==> config.mk <==
export PLATFORM = sky130hd
export DESIGN_NAME = mem_access_unit
export DESIGN_NICKNAME = d
export VERILOG_FILES = /design/src/rtl/mips_pkg.sv /design/src/rtl/mem_lane_steer.sv /design/src/rtl/mem_access_unit.sv
export SDC_FILE = /design/constraint.sdc
export NUM_CORES = 1
export LEC_CHECK = 0
export ABC_AREA = 1
export CORE_UTILIZATION = 40
export DETAILED_ROUTE_END_ITERATION = 6
export PLACE_DENSITY = 0.73
export SLEW_MARGIN = 15
export SYNTH_ARGS = -nofsm -noshare
export SYNTH_HDL_FRONTEND = slang
export SYNTH_SLANG_ARGS = --single-unit
==> constraint.sdc <==
create_clock -name clk -period 2.65 [get_ports clk]
set_clock_uncertainty 0.1 [all_clocks]
set_input_delay 0.53 -clock clk [delete_from_list [all_inputs] [get_ports clk]]
set_output_delay 0.53 -clock clk [all_outputs]
set_load 0.02 [all_outputs]
==> src/rtl/mips_pkg.sv <==
// Shared definitions for the multicycle datapath memory stage.
package mips_pkg;

  typedef enum logic [1:0] {
    MW_READ = 2'b00,
    MW_WORD = 2'b01,
    MW_BYTE = 2'b10
  } memwr_t;

  typedef enum logic [1:0] {
    LT_WORD = 2'b00,
    LT_LBU  = 2'b01,
    LT_LB   = 2'b10
  } ltype_t;

  typedef enum logic [1:0] {
    MAU_IDLE = 2'b00,
    MAU_WAIT = 2'b01,
    MAU_DONE = 2'b10
  } mau_state_t;

  // Widen a byte to a word, replicating bit 7 when sign is set.
  function automatic logic [31:0] byte_ext(input logic [7:0] b, input logic sign);
    return {{24{sign & b[7]}}, b};
  endfunction

endpackage

==> src/rtl/mem_lane_steer.sv <==
// Byte-lane steering: byte enables, store data replication, load extension
// and detection of misaligned or illegal access encodings.
module mem_lane_steer
  import mips_pkg::*;
(
  input  logic [1:0]  lane,
  input  logic        ifetch,
  input  logic [1:0]  memwr,
  input  logic [1:0]  ltype,
  input  logic [31:0] cpu_wdata,
  input  logic [31:0] mem_rdata,
  output logic [3:0]  be,
  output logic [31:0] wdata,
  output logic [31:0] rdata_ext,
  output logic        bad
);

  logic [7:0] sel_byte;

  // Select the addressed byte of the read word (little-endian).
  always_comb begin
    sel_byte = mem_rdata[7:0];
    case (lane)
      2'd0:    sel_byte = mem_rdata[7:0];
      2'd1:    sel_byte = mem_rdata[15:8];
      2'd2:    sel_byte = mem_rdata[23:16];
      default: sel_byte = mem_rdata[31:24];
    endcase
  end

  // Decode access type into lane controls; stores take precedence over ltype.
  always_comb begin
    be        = 4'b1111;
    wdata     = 32'h0;
    rdata_ext = mem_rdata;
    bad       = 1'b0;
    case (memwr)
      MW_WORD: begin
        wdata = cpu_wdata;
        bad   = ifetch | (lane != 2'd0);
      end
      MW_BYTE: begin
        be    = 4'b0001 << lane;
        wdata = {4{cpu_wdata[7:0]}};
        bad   = ifetch;
      end
      MW_READ: begin
        if (ifetch) begin
          bad = (lane != 2'd0);
        end else begin
          case (ltype)
            LT_WORD: bad       = (lane != 2'd0);
            LT_LB:   rdata_ext = byte_ext(sel_byte, 1'b1);
            LT_LBU:  rdata_ext = byte_ext(sel_byte, 1'b0);
            default: bad       = 1'b1;
          endcase
        end
      end
      default: bad = 1'b1;
    endcase
  end

endmodule

==> src/rtl/mem_access_unit.sv <==
// Memory access stage: turns per-state memory controls from the main FSM
// into a req/ack bus transaction, stalls the FSM until it completes, and owns
// the instruction and memory data registers.
//
//  state    | meaning
//  ---------+-----------------------------------------------------------
//  MAU_IDLE | no access in flight; a cpu_req is latched here
//  MAU_WAIT | mem_req held with stable bus fields until ack or timeout
//  MAU_DONE | one cycle with stall released; err reports a flagged fault
module mem_access_unit
  import mips_pkg::*;
#(
  parameter int ADDR_W   = 32,
  parameter int MAX_WAIT = 15
) (
  input  logic              clk,
  input  logic              reset,
  input  logic              cpu_req,
  input  logic              cpu_ifetch,
  input  logic [1:0]        cpu_memwr,
  input  logic [1:0]        cpu_ltype,
  input  logic [ADDR_W-1:0] cpu_addr,
  input  logic [31:0]       cpu_wdata,
  output logic              stall,
  output logic [31:0]       instr,
  output logic [31:0]       rdata,
  output logic              err,
  output logic              mem_req,
  output logic              mem_we,
  output logic [3:0]        mem_be,
  output logic [ADDR_W-1:0] mem_addr,
  output logic [31:0]       mem_wdata,
  input  logic              mem_ack,
  input  logic [31:0]       mem_rdata
);

  localparam int CNT_W = $clog2(MAX_WAIT + 1);

  mau_state_t        state_q, state_d;
  logic              mem_req_q, mem_req_d;
  logic              mem_we_q, mem_we_d;
  logic [3:0]        mem_be_q, mem_be_d;
  logic [ADDR_W-1:0] mem_addr_q, mem_addr_d;
  logic [31:0]       mem_wdata_q, mem_wdata_d;
  logic [31:0]       instr_q, instr_d;
  logic [31:0]       rdata_q, rdata_d;
  logic              err_flag_q, err_flag_d;
  logic [CNT_W-1:0]  cnt_q, cnt_d;
  logic              ifetch_q, ifetch_d;
  logic [1:0]        memwr_q, memwr_d;
  logic [1:0]        ltype_q, ltype_d;
  logic [1:0]        lane_q, lane_d;

  logic              in_idle;
  logic [1:0]        s_lane, s_memwr, s_ltype;
  logic              s_ifetch;
  logic [3:0]        s_be;
  logic [31:0]       s_wdata, s_rdata_ext;
  logic              s_bad;
  logic              ack_seen, timeout;

  assign in_idle  = (state_q == MAU_IDLE);
  // In IDLE the steering decodes the live request; afterwards it uses the latched one.
  assign s_lane   = in_idle ? cpu_addr[1:0] : lane_q;
  assign s_memwr  = in_idle ? cpu_memwr     : memwr_q;
  assign s_ltype  = in_idle ? cpu_ltype     : ltype_q;
  assign s_ifetch = in_idle ? cpu_ifetch    : ifetch_q;

  mem_lane_steer u_steer (
    .lane      (s_lane),
    .ifetch    (s_ifetch),
    .memwr     (s_memwr),
    .ltype     (s_ltype),
    .cpu_wdata (cpu_wdata),
    .mem_rdata (mem_rdata),
    .be        (s_be),
    .wdata     (s_wdata),
    .rdata_ext (s_rdata_ext),
    .bad       (s_bad)
  );

  assign ack_seen = mem_req_q & mem_ack;
  assign timeout  = (cnt_q == CNT_W'(MAX_WAIT - 1));

  // State register.
  always_ff @(posedge clk or negedge reset) begin
    if (!reset) state_q <= MAU_IDLE;
    else        state_q <= state_d;
  end

  // Next-state logic; ack wins over a timeout in the same cycle.
  always_comb begin
    state_d = state_q;
    case (state_q)
      MAU_IDLE: if (cpu_req) state_d = s_bad ? MAU_DONE : MAU_WAIT;
      MAU_WAIT: if (ack_seen || timeout) state_d = MAU_DONE;
      MAU_DONE: state_d = MAU_IDLE;
      default:  state_d = MAU_IDLE;
    endcase
  end

  // FSM outputs: stall is combinational so the main FSM never leaves early.
  always_comb begin
    stall = (in_idle & cpu_req) | (state_q == MAU_WAIT);
    err   = (state_q == MAU_DONE) & err_flag_q;
  end

  // Datapath next values: request latch, bus fields, counter, IR and MDR.
  always_comb begin
    mem_req_d   = mem_req_q;
    mem_we_d    = mem_we_q;
    mem_be_d    = mem_be_q;
    mem_addr_d  = mem_addr_q;
    mem_wdata_d = mem_wdata_q;
    instr_d     = instr_q;
    rdata_d     = rdata_q;
    err_flag_d  = err_flag_q;
    cnt_d       = cnt_q;
    ifetch_d    = ifetch_q;
    memwr_d     = memwr_q;
    ltype_d     = ltype_q;
    lane_d      = lane_q;
    case (state_q)
      MAU_IDLE: begin
        if (cpu_req) begin
          ifetch_d   = cpu_ifetch;
          memwr_d    = cpu_memwr;
          ltype_d    = cpu_ltype;
          lane_d     = cpu_addr[1:0];
          cnt_d      = '0;
          err_flag_d = s_bad;
          if (!s_bad) begin
            mem_req_d   = 1'b1;
            mem_we_d    = (cpu_memwr != MW_READ);
            mem_be_d    = s_be;
            mem_addr_d  = {cpu_addr[ADDR_W-1:2], 2'b00};
            mem_wdata_d = s_wdata;
          end
        end
      end
      MAU_WAIT: begin
        cnt_d = cnt_q + CNT_W'(1);
        if (ack_seen) begin
          mem_req_d = 1'b0;
          mem_we_d  = 1'b0;
          mem_be_d  = 4'b0000;
          if (ifetch_q)                instr_d = mem_rdata;
          else if (memwr_q == MW_READ) rdata_d = s_rdata_ext;
        end else if (timeout) begin
          mem_req_d  = 1'b0;
          mem_we_d   = 1'b0;
          mem_be_d   = 4'b0000;
          err_flag_d = 1'b1;
        end
      end
      default: ;
    endcase
  end

  // Datapath registers; reset abandons any in-flight access.
  always_ff @(posedge clk or negedge reset) begin
    if (!reset) begin
      mem_req_q   <= 1'b0;
      mem_we_q    <= 1'b0;
      mem_be_q    <= 4'b0000;
      mem_addr_q  <= '0;
      mem_wdata_q <= 32'h0;
      instr_q     <= 32'h0;
      rdata_q     <= 32'h0;
      err_flag_q  <= 1'b0;
      cnt_q       <= '0;
      ifetch_q    <= 1'b0;
      memwr_q     <= 2'b00;
      ltype_q     <= 2'b00;
      lane_q      <= 2'b00;
    end else begin
      mem_req_q   <= mem_req_d;
      mem_we_q    <= mem_we_d;
      mem_be_q    <= mem_be_d;
      mem_addr_q  <= mem_addr_d;
      mem_wdata_q <= mem_wdata_d;
      instr_q     <= instr_d;
      rdata_q     <= rdata_d;
      err_flag_q  <= err_flag_d;
      cnt_q       <= cnt_d;
      ifetch_q    <= ifetch_d;
      memwr_q     <= memwr_d;
      ltype_q     <= ltype_d;
      lane_q      <= lane_d;
    end
  end

  assign mem_req   = mem_req_q;
  assign mem_we    = mem_we_q;
  assign mem_be    = mem_be_q;
  assign mem_addr  = mem_addr_q;
  assign mem_wdata = mem_wdata_q;
  assign instr     = instr_q;
  assign rdata     = rdata_q;

endmodule

==> results by group <==
Detailed routing
  • Routed vias: 6366
  • Final wirelength: 21.26 mm
  • Avg WL per Cell: 16.88 um
  • Vias per cell: 5.056
  • Final ANT Viol Nets: 0
  • Drt pass-1 iters: 7
  • # DRC: 4
  • 1st-iter DRT viols: 373

Floorplan
  • Die X: 131.8 um
  • Die area: 17380 um2
  • Ports: 241
  • Die height: ~130 um
  • Initial core utilization: 40.80%
  • Row cnt: between 40 and 50
  • Core area: 16520 um2

Finish
  • Diodes inserted: 0
  • Multi-input logic area: between 2000 and 3000 um2
  • Layout cells sized above 1: 10.11%
  • Total Nets Final: about 1100
  • Most frequent cells in the layout: 236 x clkdlybuf4s50_1, 234 x nand2_1, 145 x dfrtp_1
  • P&R area growth vs syn: 50.27%
  • Most common cell after layout, fill and taps aside: clkdlybuf4s50_1
  • FILL cells: 1437
  • Register area: 3655 um2
  • Finished layout cell area: 10130 um2
  • Layout Cells excl Fill: 1259

Critical path
  • Critical path destination: mem_wdata[16]$_DFFE_PN0P_
  • Crit path launch type: flip-flop
  • CP Launch Point: state_q[1]$_DFFE_PN0P_
  • Kind of critical path: flip-flop to flip-flop
  • FF-to-FF Start: state_q[1]$_DFFE_PN0P_
  • CP cell instances: nor2_4, buf_6, nand2_1, o21ai_1, buf_4, ha_1, inv_1, nor2_1, nor2_4, nand2_2, inv_4, nand2_2, buf_12, nand2_1, nand2_1
  • R2R Setup Slk: 270 ps
  • Slowest CP cell: dfrtp_2
  • Critical path data required time: 2910 ps
  • Most frequent CP cell: nand2_1
  • Critical R2R Capture: mem_wdata[16]$_DFFE_PN0P_
  • Crit path max fanout: 40
  • Crit path DAT: 2640 ps
  • CP peak stage delay: about 450 ps
  • Setup crit end kind: flip-flop
  • Reg2reg path depth: 15

Synth
  • Synth Cell Area: about 6700 um2
  • Syn. warnings: 0
  • Top_reg_cell synth: dfrtp_1
  • Asr flop ratio synth: between 90% and 100%
  • Yosys cell types: 29
  • Post-synth EDFFs: 0
  • Cells after synthesis: 783
  • Syn_area_per_cell: 8.611 um2
  • Post-synthesis sequential area ratio: 54.18%
  • FF+latch count, synth: between 100 and 150

Power
  • Static leakage: 4.803 nW
  • Total power draw: 0.01366 W
  • VDD IR max: 0.0008299 V
  • Pwr per Cell Area: 1348 nW/um2

Timing
  • Slew headroom: roughly 49%
  • Unrepaired setup endpoints after global routing: no
  • Fmax: 419.7 MHz
  • TNS Setup: 0 ps
  • Pins over their slew limit: 0
  • Final setup violating endpoints: 0
  • Min Clock Period, post-route: ~2400 ps
  • WHS: 368.7 ps
  • Period utilization: 89.90%
  • Slew @ Worst Pin: 769.6 ps
  • Final hold viol count: 0

Flow run
  • Maxcap violations: 0

GRT
  • Initial antenna violation count: 0
  • Vias in the first global route: approximately 6300
  • Total gr overflow: 0
  • Tot GR Track Use: around a quarter
  • Largest net degree at the start of global routing: between 70 and 80
  • First-pass GRT wire length: 33.59 mm

CTS
  • CTS root buf: clkbuf_16
  • Longest Clk Path Bufs: 2
  • Clock Sinks: 146
  • Clock-pin slew on the worst setup and hold paths: 60 ps
  • CTS tree: yes
  • Worst skew pair latency: 420 ps
  • CTS HTree Levels: 4
  • Cts bufs inserted: 17

Place
  • DP Area: between 9000 and 10000 um2
  • Final GP Congestion: between 0.8 and 0.9
  • IO buf count: 238
  • Post-placement cell count: 1224
  • HPWL after DPL: roughly 15 mm

Outcome
  • Failing checks: design-rule violations
  • Status: finished with violations

Hold path
  • Worst min path class: flip-flop to flip-flop
-- repair_timing --
action,4_1_cts,5_1_grt
hold buffers,1,0
endpoints found under the setup margin,1,61
gates cloned,0,1
setup buffers,1,0
resized for setup,0,7
hold endpoints to repair,6,0
pin swaps,1,0
-- logic make-up after synthesis --
family | count (synthesis) | share of synthesized area (%)
AND/OR/NAND/NOR | 381 | 23.90
flip-flops | 146 | 54.18
AO/OA/AOI/OAI | 129 | 9.890
buffers and inverters | 94 | 6.532
multiplexers | 24 | 4.008
adder cells (fa/ha/maj) | 7 | 1.299
other | 1 | 0.05562
XOR/XNOR | 1 | 0.1299
-- registers in the layout, indices dropped and copies added, names as in the netlist, 4 cells and up --
name / flops
rdata: 32
mem_be: 4
mem_addr: 30
mem_wdata: 32
instr: 32
cnt_q: 4
-- power breakdown --
group / internal (W) / total (W) / switching (W)
Combinational: 0.00314 / 0.00751 / 0.00437
Clock: 0.00141 / 0.00240 / 0.000999
Sequential: 0.00321 / 0.00375 / 0.000540
Total: 0.00775 / 0.0137 / 0.00591
-- layout make-up --
class	count	share of cell area, %
tap	220	2.717
clock buffer	19	4.273
clock inverter	13	1.519
timing repair buffer	269	27.39
sequential	146	36.07
inverter	48	1.828
multi-input combinational	544	26.20
-- through the flow --
| step | utilization [%] | worst slack, ps |
|---|---|---|
| 3_5_place_dp | 57.40 | -85.31 |
| 5_1_grt | 61.32 | 34.82 |
| 6_report | 61.32 | 267.5 |
| 2_1_floorplan | - | 286.2 |
| 4_1_cts | 61.06 | 5.629 |
| 3_3_place_gp | 57.40 | -41.08 |
-- how the worst min path moves through the flow --
stage | startpoint | endpoint | slack (ps) | cells after the start
final | mem_wdata[28]$_DFFE_PN0P_ | mem_wdata[28]$_DFFE_PN0P_ | 370 | 2
after global routing | mem_wdata[23]$_DFFE_PN0P_ | mem_wdata[23]$_DFFE_PN0P_ | 380 | 2
after CTS | mem_addr[31]$_DFFE_PN0P_ | mem_addr[31]$_DFFE_PN0P_ | 370 | 2
after detailed placement | mem_addr[16]$_DFFE_PN0P_ | mem_addr[16]$_DFFE_PN0P_ | 360 | 2
after global placement | mem_addr[18]$_DFFE_PN0P_ | mem_addr[18]$_DFFE_PN0P_ | 350 | 2
after floorplan | reset | cnt_q[0]$_DFFE_PN0P_ | 130 | 0
-- per-layer routing --
layer  wire length (um)  GRT usage (%)  share of wire, %  vias up
met5                  0              0                 0        -
met1               9088          31.06                43     3047
met3               1095          5.344               5.2       55
li1                   -              -                 -     3034
met2              10190          40.21                48      230
met4                881          12.27               4.1        0
-- synth_stat cells (5+ instances only) --
library cell	count	area, um2
a21oi_1	90	450.4
buf_2	9	45.04
buf_4	5	37.54
buf_6	7	78.83
clkbuf_1	25	93.84
dfrtp_1	146	3654
ha_1	7	87.58
inv_1	42	157.7
mux2_2	24	270.3
nand2_1	234	878.3
nand2_2	5	31.28
nand3_1	86	430.4
nor2_1	46	172.7
o21ai_0	32	160.2
-- worst max-delay path, delay by kind of cell, from the launching register on --
kind	cells	cell delay, ps
and+or+nand+nor	8	800
buffers and inverters	5	680
DFF	1	450
adders and majority gates	1	160
AOI/OAI and AO/OA	1	120
(Power assumes the default switching activity.)
